**config.mk**
```make
export PLATFORM = sky130hd
export DESIGN_NAME = latch_bank_reader
export DESIGN_NICKNAME = d
export VERILOG_FILES = /design/src/rtl/latch_bank_reader.sv
export SDC_FILE = /design/constraint.sdc
export NUM_CORES = 1
export LEC_CHECK = 0
export CORE_ASPECT_RATIO = 1.1
export CORE_MARGIN = 3
export CORE_UTILIZATION = 40
export DETAILED_ROUTE_END_ITERATION = 12
export GPL_ROUTABILITY_DRIVEN = 0
export GPL_TIMING_DRIVEN = 0
export PLACE_DENSITY = 0.82
export SYNTH_ARGS = -nofsm -noshare
export SYNTH_HDL_FRONTEND = slang
export SYNTH_SLANG_ARGS = --single-unit
```
**constraint.sdc**
```tcl
create_clock -name clk -period 2.3 [get_ports clk]
set_input_delay 0.69 -clock clk [delete_from_list [all_inputs] [get_ports clk]]
set_output_delay 0.69 -clock clk [all_outputs]
set_load 0.01 [all_outputs]
```
**src/rtl/latch_bank_reader.sv**
```systemverilog
// latch_bank_reader
// Flop-based read port in front of a latch-based storage bank. A read request
// drives the bank read address, then waits until the bank gate has been closed
// for SETTLE consecutive cycles before sampling the bank data. The captured
// value is returned on a valid/ready response channel. If the gate stays open
// for MAX_WAIT consecutive cycles, the read is abandoned and an error response
// is returned instead.
//
// Ports
//   clk            rising-edge clock
//   rst            synchronous active-high reset
//   req_valid      read request valid
//   req_ready      block is idle and can accept a request
//   req_addr       entry to read (sampled at the accept edge only)
//   bank_gate      1 = some latch entry is transparent
//   bank_rd_addr   address to the bank read mux, held for the whole read
//   bank_rd_data   combinational bank read data
//   rsp_valid      response valid
//   rsp_ready      consumer accepts the response
//   rsp_data       captured data (0 on error)
//   rsp_err        read abandoned because the gate stayed open too long
//
// state | meaning
// ------+---------------------------------------------------------------
// IDLE  | waiting for a request; req_ready=1
// SETUP | address driven; counting closed-gate cycles before capture
// RESP  | response presented; waiting for rsp_ready

module latch_bank_reader #(
    parameter int ADDR_W   = 4,
    parameter int DATA_W   = 8,
    parameter int SETTLE   = 2,
    parameter int MAX_WAIT = 16
) (
    input  logic              clk,
    input  logic              rst,
    input  logic              req_valid,
    output logic              req_ready,
    input  logic [ADDR_W-1:0] req_addr,
    input  logic              bank_gate,
    output logic [ADDR_W-1:0] bank_rd_addr,
    input  logic [DATA_W-1:0] bank_rd_data,
    output logic              rsp_valid,
    input  logic              rsp_ready,
    output logic [DATA_W-1:0] rsp_data,
    output logic              rsp_err
);

    // cnt must hold SETTLE; wcnt must hold MAX_WAIT-1 (at least one bit).
    localparam int CNT_W  = $clog2(SETTLE + 1);
    localparam int WCNT_W = (MAX_WAIT > 1) ? $clog2(MAX_WAIT) : 1;

    localparam logic [CNT_W-1:0]  CNT_LOAD  = CNT_W'(SETTLE);
    localparam logic [CNT_W-1:0]  CNT_ONE   = CNT_W'(1);
    localparam logic [WCNT_W-1:0] WCNT_LAST = WCNT_W'(MAX_WAIT - 1);
    localparam logic [WCNT_W-1:0] WCNT_ONE  = WCNT_W'(1);

    localparam logic [1:0] S_IDLE  = 2'd0;
    localparam logic [1:0] S_SETUP = 2'd1;
    localparam logic [1:0] S_RESP  = 2'd2;

    logic [1:0]        state;
    logic [CNT_W-1:0]  cnt;
    logic [WCNT_W-1:0] wcnt;

    assign req_ready = (state == S_IDLE);

    always_ff @(posedge clk) begin
        if (rst) begin
            state        <= S_IDLE;
            cnt          <= '0;
            wcnt         <= '0;
            bank_rd_addr <= '0;
            rsp_valid    <= 1'b0;
            rsp_data     <= '0;
            rsp_err      <= 1'b0;
        end else begin
            case (state)
                S_IDLE: begin
                    if (req_valid) begin
                        bank_rd_addr <= req_addr;
                        cnt          <= CNT_LOAD;
                        wcnt         <= '0;
                        state        <= S_SETUP;
                    end
                end
                S_SETUP: begin
                    // An open gate always wins over a pending capture: the
                    // latch may be changing, so the settle window restarts.
                    if (bank_gate && (wcnt == WCNT_LAST)) begin
                        rsp_data  <= '0;
                        rsp_err   <= 1'b1;
                        rsp_valid <= 1'b1;
                        state     <= S_RESP;
                    end else if (bank_gate) begin
                        cnt  <= CNT_LOAD;
                        wcnt <= wcnt + WCNT_ONE;
                    end else if (cnt == CNT_ONE) begin
                        rsp_data  <= bank_rd_data;
                        rsp_err   <= 1'b0;
                        rsp_valid <= 1'b1;
                        wcnt      <= '0;
                        state     <= S_RESP;
                    end else begin
                        cnt  <= cnt - CNT_ONE;
                        wcnt <= '0;
                    end
                end
                S_RESP: begin
                    // rsp_data/rsp_err keep their last values after the handshake.
                    if (rsp_ready) begin
                        rsp_valid <= 1'b0;
                        state     <= S_IDLE;
                    end
                end
                default: state <= S_IDLE;
            endcase
        end
    end

endmodule
```
After elaboration in Yosys (flattened, before gate mapping)
Cells that the tools add are included.
{ "word_totals": {"reg_bits": 22, "inputBits": 17, "output_inout_bits": 15, "word_cells": 57} }
{ "classes": {"n_addsub": 2, "n_eq_ne": 11, "muxes": 26, "n_reduce_logical": 11} }
{ "ops": {"columns": ["operator", "count"], "rows": [
  ["8-bit 2-to-1 mux", 3],
  ["2-bit 2-to-1 mux", 9],
  ["4-bit 2-to-1 mux", 3],
  ["4-bit AND reduction", 3],
  ["3-bit inequality test, second input constant", 3],
  ["4-bit one-hot mux with 2 select lines", 1],
  ["1-bit 2-to-1 mux", 7],
  ["2-bit inequality test, second input constant", 3],
  ["2-bit one-hot mux with 3 select lines", 1],
  ["3-bit AND reduction", 2],
  ["2-bit nonzero test", 3],
  ["4-bit by 1-bit adder with 4-bit output, second input constant", 1],
  ["2-bit by 1-bit == test with 1-bit output, second input constant", 2],
  ["4-bit == test, second input constant", 1],
  ["2-bit one-hot mux with 2 select lines", 1],
  ["2-bit == test, second input constant", 1],
  ["2-bit logical NOT", 1],
  ["2-bit by 1-bit inequality test with 1-bit output, second input constant", 1],
  ["1-bit one-hot mux with 2 select lines", 1],
  ["2-bit AND reduction", 1],
  ["2-bit by 1-bit subtractor with 2-bit output, second input constant", 1],
  ["1-bit logical AND", 1]
]} }

Longest topological paths before layout
{ "depth": {"depth_word": 5, "mapped_depth": 6, "mapped_depth_nobuf": 5} }

Worst setup path before layout
No wires, ideal clock.
{ "synth_timing": {"kind": "input-to-reg", "from": "input bank_gate", "to": "register cnt[1]", "setup_ns": 0.086, "arrival_ns": 1.566, "t_required_ns": 2.214, "slack_ns": 0.648, "path_stages": 4, "n_path_buf": 1, "path_cell_list": "buf_6 and4_4 o31a_4 a221oi_2"} }
{ "synth_via": {"elab_chain_len": 3, "elab_cells_between_ends": 7, "cone_classes": "eq/ne: 2; mux: 3; reduce/logical: 2"} }
{ "synth_lines": {"columns": ["item", "line_no", "rtl"], "rows": [
  ["from (decl)", "40", "input logic bank_gate,"],
  ["2-bit 2-to-1 mux / 1-bit logical AND (equally long branches)", "95, 90", null],
  ["2-bit 2-to-1 mux / 2-bit inequality test (equally long branches)", null, null],
  ["2-bit one-hot mux with 2 select lines / 4-bit AND reduction (equally long branches)", null, null],
  ["to (signal assigned)", "105", "cnt <= cnt - CNT_ONE;"],
  ["to (decl)", "63", "logic [CNT_W-1:0] cnt;"]
]} }
Several ways; a longest one is shown, not always the timed one. The select of a mux whose other input is x is not followed.
A chain may end at the register's enable or synchronous reset.

Final worst setup path
{ "layout_timing": {"from": "register state[0]", "to": "output req_ready"} }
{ "layout_via": {"elab_chain_len": 1} }
{ "layout_lines": {"columns": ["item", "line_no", "rtl"], "rows": [
  ["from (decl)", "62", "logic [1:0] state;"],
  ["from (signal assigned)", "70", "state <= S_IDLE;"],
  ["from (signal assigned)", "84", "state <= S_SETUP;"],
  ["from (signal assigned)", "94", "state <= S_RESP;"],
  ["2-bit logical NOT", "66", "assign req_ready = (state == S_IDLE);"],
  ["to (decl)", "38", "output logic req_ready,"]
]} }
Every way passes these cells.

==> summary.txt <==
Outcome
  • Outcome: completed

Yosys
  • Count of cell types in the netlist: 35
  • Syn Inst Count: 109
  • Post-synth top area share: 41.0%
  • Syn nets: 128
  • Post-synth EDFFs: 0
  • Post-synthesis cell area: 1070 µm²
  • Synth area leader: dfxtp_1
  • Syn Area/Cell: 9.85 µm²
  • Synth warnings: 0
  • Top FF cell, synth: dfxtp_1
  • Synth area leaders: dfxtp_1 (41%), mux2i_1 (12%), nand2b_1 (7.0%), nand2_1 (3.1%), nor2_1 (3.1%)
  • Sequential fraction of the synthesis area: 41.0%
  • #FFs+latches synth: 22
  • Async set or reset register ratio after synthesis: 0%

Power
  • P per Cell Area: 484 nW/µm²
  • Sequential power share: 57.4%
  • IR drop worst, VDD: 0.331 mV
  • Pint: 0.000525 W
  • Sw power: 0.000170 W
  • Combinational Power Share: 18.0%
  • Final Power: 0.000695 W
  • LEAKAGE: 0.579 nW
  • Switching Fraction: 24.4%
  • Clock Power Share: 24.6%

Global route
  • Global route overflow: 0
  • Vias in the first global route: 890
  • Met1 global-route usage: 18.1%
  • GR Util met3: 2.98%
  • Initial antenna violation count: 0
  • Overall global routing resource usage: 15.3%
  • Global route hottest layer: met2
  • Largest net degree at the start of global routing: 12
  • Met2 Use GR: 27.7%
  • First-pass GRT wire length: 4050 µm

Timing
  • Fmax achieved: 470 MHz
  • Worst-Margin Slew: 0.459 ns
  • Setup TNS: 0 ns
  • Clock Skews: 0.00137 ns
  • Hold Slack: 0.482 ns
  • Setup violators final: 0
  • Fin crit period: 2.13 ns
  • Final Cycle Share: 92.5%
  • Final WS setup: 0.172 ns
  • Final hold viol count: 0
  • RSZ-0062 raised after global routing: false
  • Worst slew margin: 69.4%
  • Slew Limit Fails: 0

Route
  • Wire per inst: 14.3 µm
  • Post-DRT Antenna Nets: 0
  • Post-Route WL: 2470 µm
  • DR iter-0 viols: 21
  • Vias: 903
  • # DRC: 0
  • Vias per std cell: 5.22
  • DR pass1 iterations: 4

Clock network
  • Clock slew at reported path FFs: 0.11 ns
  • CTS root buf: clkbuf_4
  • CTS tree: done
  • Num CTS Buffers: 3
  • Hold buffers post-CTS: 0
  • Clk Latency, worst-skew pair: 0.30 ns
  • Number of H-tree levels: 1
  • Max Buffers Root-to-Sink: 2
  • Clk sinks: 22
  • Setup bufs post-CTS: 0
  • CTS-repair resized insts: 0

Min path
  • Hold Path End: rsp_valid
  • Worst hold stages: 2
  • Min-Delay Path Class: flip-flop to flip-flop
  • Worst Min Path Start: rsp_valid

Critical path
  • WP data arrival: 1.44 ns
  • CP startpoint kind: flip-flop
  • Worst setup EP type: output pin
  • Setup Crit Path Kind: flip-flop to output pin
  • Reg2reg setup slack: 0.75 ns
  • Reg2Reg Depth: 5
  • R2R Path Start: wcnt[0]
  • RR Endpoint: rsp_data[1]
  • Worst-path fanout max: 10
  • Worst path required time: 1.61 ns

Layout
  • Commonest non-fill, non-tap cells in the layout: clkdlybuf4s50_1 (30), dfxtp_1 (22), mux2i_1 (13), nand2b_1 (12)
  • NumNets Final: 163
  • Area Growth Syn to Fin: 33.7%
  • Ant diodes: 0
  • Commonest non-fill, non-tap cell in the layout: clkdlybuf4s50_1
  • Final std cells w/o fill: 173
  • Share of cells above drive strength 1: 9.86%

Run
  • Max-Cap Viols: 0

Placement
  • I/O Buffers: 30
  • DP Cell Count: 170
  • Post-DP HPWL: 1850 µm
  • Setup WS pre-CTS: 0.0491 ns

Floorplan
  • Core footprint: 2520 µm²
  • IO Pins: 32
  • Die Span Y: 60.3 µm
  • Die X: 55.4 µm
  • Die area: 3340 µm²
  • Rows: 19
  • Initial Utilization: 42.6%
[worst max-delay path: stages, from the launching register on]
cell	delay, ns
dfxtp_1	0.35
buf_6	0.14
nor2_1	0.10
clkdlybuf4s50_1	0.55
[how the worst max path moves through the flow]
stage,start,endpoint,depth (start not counted)
2_1_floorplan,bank_gate,cnt[1],4
3_3_place_gp,rst,wcnt[2],4
3_5_place_dp,rst,wcnt[2],4
4_1_cts,state[0],req_ready,3
5_1_grt,state[0],req_ready,3
6_report,state[0],req_ready,3
[cell type report]
class | count | area (µm²)
buffer | 6 | 48.8
clock buffer | 3 | 22.5
fill | 234 | 1080
inverter | 4 | 15.0
multi-input combinational | 77 | 569
sequential | 22 | 440
tap | 31 | 38.8
timing repair buffer | 30 | 300
[cell families (layout without fill, tap and decap cells)]
logic type | after synthesis | count (layout) | share of synthesized area (%)
simple gates | 45 | 45 | 24.5
xor+xnor | 1 | 1 | 0.816
compound gates | 16 | 16 | 13.3
fa+ha+maj | 2 | 2 | 2.33
mux | 13 | 13 | 12.1
buf+inv | 10 | 43 | 5.94
flops | 22 | 22 | 41.0
[registers in the layout (all words and copies together) (netlist names)]
name / flops
bank_rd_addr: 4
wcnt: 4
cnt: 2
rsp_err: 1
rsp_valid: 1
state: 2
rsp_data: 8
[Yosys cell counts (all sizes together) (2+ instances only)]
| cell | n |
|---|---|
| nor2 | 9 |
| a31oi | 2 |
| mux2i | 13 |
| nand3 | 3 |
| nor3 | 2 |
| buf | 4 |
| a21oi | 2 |
| inv | 4 |
| a41oi | 2 |
| nor2b | 3 |
| a2111oi | 2 |
| clkbuf | 2 |
| nand2b | 12 |
| ha | 2 |
| nand2 | 9 |
| dfxtp | 22 |
[metal layers]
metal  vias to the layer above  wire (µm)
li1                        453          -
met1                       436       1070
met2                         9       1300
met3                         5         58
met4                         0         42
met5                         -          0
[power groups by stage]
stage / sequential, W / clock (W) / combinational [W]
6_report: 0.000399 / 0.000171 / 0.000125
4_1_cts: 0.000399 / 0.000177 / 0.000126
2_1_floorplan: 0.000409 / 0 / 0.0000682
3_3_place_gp: 0.000407 / 0 / 0.000121
5_1_grt: 0.000400 / 0.000195 / 0.000136
3_5_place_dp: 0.000407 / 0 / 0.000125
[through the flow]
stage | utilization [%] | area (µm²)
global route | 57.0 | 1440
global placement | 56.1 | 1410
finish | 57.0 | 1440
floorplan | - | 1070
detailed placement | 56.1 | 1410
CTS | 57.0 | 1440
Note: power is estimated with default switching activity, not from simulation.
